<file path="src/rtl/shift_sequencer.sv">
// Multi-cycle 16-bit shifter: a shift by cnt is composed from power-of-two
// steps (one per set bit of cnt), so latency is popcount(cnt) SHIFT cycles.
module shift_sequencer (
  input  logic        clk,
  input  logic        rst_n,
  input  logic        start,
  input  logic [15:0] in_data,
  input  logic [1:0]  op,
  input  logic [3:0]  cnt,
  output logic        busy,
  output logic        done,
  output logic [15:0] out_data
);

  localparam int unsigned DW = 16;
  localparam int unsigned CW = 4;
  localparam int unsigned OW = 2;

  typedef enum logic [1:0] {
    ST_IDLE  = 2'd0,
    ST_SHIFT = 2'd1,
    ST_DONE  = 2'd2
  } state_e;

  state_e          state_q, state_d;
  logic [DW-1:0]   work_q, work_d;
  logic [OW-1:0]   op_q, op_d;
  logic [CW-1:0]   rem_q, rem_d;
  logic [CW-1:0]   step_c;
  logic            busy_q, done_q;

  // Single shift of d by k using the given op encoding.
  function automatic logic [DW-1:0] shift_k(input logic [DW-1:0] d,
                                            input logic [OW-1:0] o,
                                            input logic [CW-1:0] k);
    logic [2*DW-1:0] dbl;
    logic [DW-1:0]   r;
    dbl = {d, d} << k;
    r   = d;
    case (o)
      2'b00: r = dbl[2*DW-1:DW];
      2'b01: r = d << k;
      2'b10: r = DW'($unsigned($signed(d) >>> k));
      2'b11: r = d >> k;
      default: r = d;
    endcase
    return r;
  endfunction

  // Lowest set bit of rem is the step size for this cycle.
  assign step_c = rem_q & (~rem_q + CW'(1));

  always_comb begin
    state_d = state_q;
    work_d  = work_q;
    op_d    = op_q;
    rem_d   = rem_q;
    case (state_q)
      ST_IDLE, ST_DONE: begin
        if (start) begin
          work_d  = in_data;
          op_d    = op;
          rem_d   = cnt;
          state_d = (cnt != '0) ? ST_SHIFT : ST_DONE;
        end else begin
          state_d = ST_IDLE;
        end
      end
      ST_SHIFT: begin
        work_d = shift_k(work_q, op_q, step_c);
        rem_d  = rem_q & ~step_c;
        if (rem_d == '0) begin
          state_d = ST_DONE;
        end
      end
      default: state_d = ST_IDLE;
    endcase
  end

  always_ff @(posedge clk or negedge rst_n) begin
    if (!rst_n) begin
      state_q <= ST_IDLE;
      work_q  <= '0;
      op_q    <= '0;
      rem_q   <= '0;
      busy_q  <= 1'b0;
      done_q  <= 1'b0;
    end else begin
      state_q <= state_d;
      work_q  <= work_d;
      op_q    <= op_d;
      rem_q   <= rem_d;
      busy_q  <= (state_d == ST_SHIFT);
      done_q  <= (state_d == ST_DONE);
    end
  end

  assign busy     = busy_q;
  assign done     = done_q;
  assign out_data = work_q;

endmodule

</file>
<file path="config.mk">
export PLATFORM = sky130hd
export DESIGN_NAME = shift_sequencer
export DESIGN_NICKNAME = d
export VERILOG_FILES = /design/src/rtl/shift_sequencer.sv
export SDC_FILE = /design/constraint.sdc
export NUM_CORES = 1
export LEC_CHECK = 0
export ABC_CLOCK_PERIOD_IN_PS = 4100
export CAP_MARGIN = 20
export CORE_MARGIN = 5
export CORE_UTILIZATION = 59
export CTS_BUF_LIST = sky130_fd_sc_hd__clkbuf_8
export DETAILED_ROUTE_END_ITERATION = 8
export PLACE_DENSITY = 0.95
export REMOVE_ABC_BUFFERS = 1
export SYNTH_ARGS = -nofsm -noshare
export SYNTH_HDL_FRONTEND = slang
export SYNTH_SLANG_ARGS = --single-unit
</file>
<file path="constraint.sdc">
create_clock -name clk -period 4.1 [get_ports clk]
set_input_delay 0.41 -clock clk [delete_from_list [all_inputs] [get_ports clk]]
set_output_delay 0.41 -clock clk [all_outputs]
set_load 0.03 [all_outputs]
</file>
==> run summary <==
Outcome: finished, final reports clean
Total GRT Usage: 0.320
Post-Route WL: 9880 µm
Worst Path Arrival: 2.91 ns
RSZ-0062 raised after global routing: false
Synth warn: 0
Max VDD drop: 0.000648 V
# rows: 24
Area of the multi-input gates: 1820 µm²
CP top delay family: compound AO/OA/AOI/OAI gates
Clock sink count: 26
Unique masters post-synth: 66
Power per cell area: 1040 nW/µm²
Final instance area: 3120 µm²
Diode count: 0
Max_slew headroom: 0.357
Synth Instances: 352
Initial DRC Count: 507
Most frequent cell after synthesis: nand2_1
# Max-Cap Violations: 0
CP max stage delay: 0.90 ns
Clock latency at the later pin of the worst-skew pair: 0.29 ns
Die width: 77.8 µm
WP buf/inv: 0
Core Region: 4410 µm²
Crit end category: register
Fmax: 372 MHz
Clock Path Buffers: 2
Area leader, netlist: dfrtp_1
Internal Power: 0.00141 W
Crit path max fanout: 29
DIE HEIGHT: 77.8 µm
HP Class: input port to async pin
H-tree levels: 1
Area share of the largest cell type after synthesis: 0.240
Die area: 6060 µm²
EDFF count, synth: 0
Switch share: 0.564
Clk root buf: clkbuf_8
M2 GR Usage: 0.495
Post-DR wirelength/cell: 23.6 µm
Antenna viol nets, final: 0
P&R area growth vs syn: 14.8%
Clock Skew: 0.00340 ns
Largest net degree at the start of global routing: 34
GR Layer Usage met3: 0.0613
# DRC: 0
Slew Limit Fails: 0
GR peak layer: met2
TritonRoute pass-1 iters: 6
Via density: 7.51
Routed via count: 3139
Post-CTS setup buffer count: 0
CP Cell Sequence: nor2_1 > a21boi_0 > o21ai_0 > o211ai_1 > a21oi_2
Sequential fraction of the synthesis area: 0.240
CP startpoint kind: register
Setup TNS: 0 ns
Top post-synthesis cells by count: nand2_1 (38), o21ai_0 (29), dfrtp_1 (26)
# fillers: 389
Nets: 392
Asr flop ratio synth: 1.00
Inst Count DP: 414
Setup CP Type: register to register
Global-route wire length before repair: 15600 µm
Shortest period the worst path allows: 2.69 ns
Critical-path top delay cell: nor2_1
Hold-fix buffers, CTS: 0
Detailed Place HPWL: 6830 µm
Total gr overflow: 0
Final hold violation count: 0
FF/Latch Area: 651 µm²
Flops & latches, synth: 26
Proportion of power drawn by combinational gates: 0.690
Vias in the first global route: 2831
Starting Density: 0.615
CP required: 4.32 ns
Met1 Usage GRT: 0.446
Placed inst area: 3050 µm²
Number of I/O pins: 43
Least-Margin Pin Slew: 0.961 ns
Clock power share: 0.070
Post-Syn Area per Cell: 7.71 µm²
GP Congestion: 1.03
Initial antenna violation count: 0
Fin crit share: 0.655
Setup violators final: 0
Switching pwr: 0.00182 W
Clock-pin slew on the worst setup and hold paths: 0.10 ns
Netlist Area Pre-Place: 2720 µm²
CTS tree: yes
Area contributors post-synth: dfrtp_1 (24%), o21ai_0 (5.3%), nand2_1 (5.3%)
Layout cells sized above 1: 0.0874
Number of I/O port buffers: 42
Sequential share of power: 0.240
# resized after CTS: 0
Primary FF master, synth: dfrtp_1
Non-filler cells in the finished layout: 418
Cts bufs inserted: 3
Leak Pwr: 1.21 nW
cell type report:
type / instances / share of cell area
clock buffers: 3 / 0.0132
clock inverters: 1 / 0.00963
inverters: 9 / 0.0108
multi-input cells: 278 / 0.585
flip-flops and latches: 26 / 0.209
well taps: 52 / 0.0209
repair buffers: 49 / 0.152
placed cells by master (no fill, tap or decap), drive strengths merged, types with 4 or more instances in the layout:
cell type and n:
clkdlybuf4s50 42, nand2 39, o21ai 35, dfrtp 26, nor2 25, a21oi 20
a221oi 13, o22ai 12, nor2b 8, mux2i 8, inv 8, mux2 8
nand2b 7, buf 7, o221ai 7, a21o 6, o211ai 6, nand3 6
a22o 5, a31oi 5, o31ai 5, nor3b 5, a2bb2oi 4, a21boi 4
a211oi 4, a2111oi 4
worst reg2reg max path, delay by kind of cell, from the launching register on:
kind | cells | cell delay (ns)
flip-flops | 1 | 0.75
AND/OR/NAND/NOR | 1 | 0.91
AO/OA/AOI/OAI | 4 | 0.98
flip-flops by register name, summed over array words and instances, names as in the netlist:
register / flops
state_q: 2
done: 1
rem_q: 4
busy: 1
op_q: 2
out_data: 16
logic make-up after synthesis:
kind of cell | after synthesis | share of synthesized area
flops | 26 | 0.240
mux | 16 | 0.0627
buf+inv | 48 | 0.0885
simple gates | 110 | 0.211
compound gates | 152 | 0.399
power by group through the flow:
| stage | Sequential (W) | Combinational, W | Clock (W) |
|---|---|---|---|
| after CTS | 0.000753 | 0.00217 | 0.000229 |
| after global placement | 0.000761 | 0.00215 | 0 |
| final | 0.000777 | 0.00223 | 0.000226 |
| after global routing | 0.000795 | 0.00237 | 0.000244 |
| after detailed placement | 0.000758 | 0.00216 | 0 |
| after floorplan | 0.000868 | 0.00127 | 0 |
metal layers:
layer	wire, µm	vias up
met4	346	0
met5	0	-
met3	1280	47
li1	-	1376
met1	3820	1450
met2	4440	266
worst paths after layout:
check	slack (ns)	from	end	depth (start not counted)
max in group asynchronous	3.34	rst_n	out_data[8]$_DFFE_PN0P_	2
hold / removal	0.49	rst_n	rem_q[1]$_DFFE_PN0P_	2
setup / recovery	1.41	rem_q[2]$_DFFE_PN0P_	out_data[8]$_DFFE_PN0P_	5
setup reg to reg	1.41	rem_q[2]$_DFFE_PN0P_	out_data[8]$_DFFE_PN0P_	5
min in group clk	0.65	op[0]	op_q[0]$_DFFE_PN0P_	3
hold reg to reg	0.68	state_q[1]$_DFF_PN0_	out_data[2]$_DFFE_PN0P_	2
stage by stage:
stage / util / hold WS [ns] / setup slack, ns / power (W)
floorplan: - / 0.114 / 1.59 / 0.00214
global placement: 0.690 / 0.632 / 1.57 / 0.00291
detailed placement: 0.690 / 0.641 / 1.53 / 0.00292
CTS: 0.706 / 0.496 / 1.53 / 0.00315
global route: 0.706 / 0.511 / 1.30 / 0.00341
finish: 0.706 / 0.490 / 1.41 / 0.00323
No activity file was read; power rests on OpenSTA's default activity.
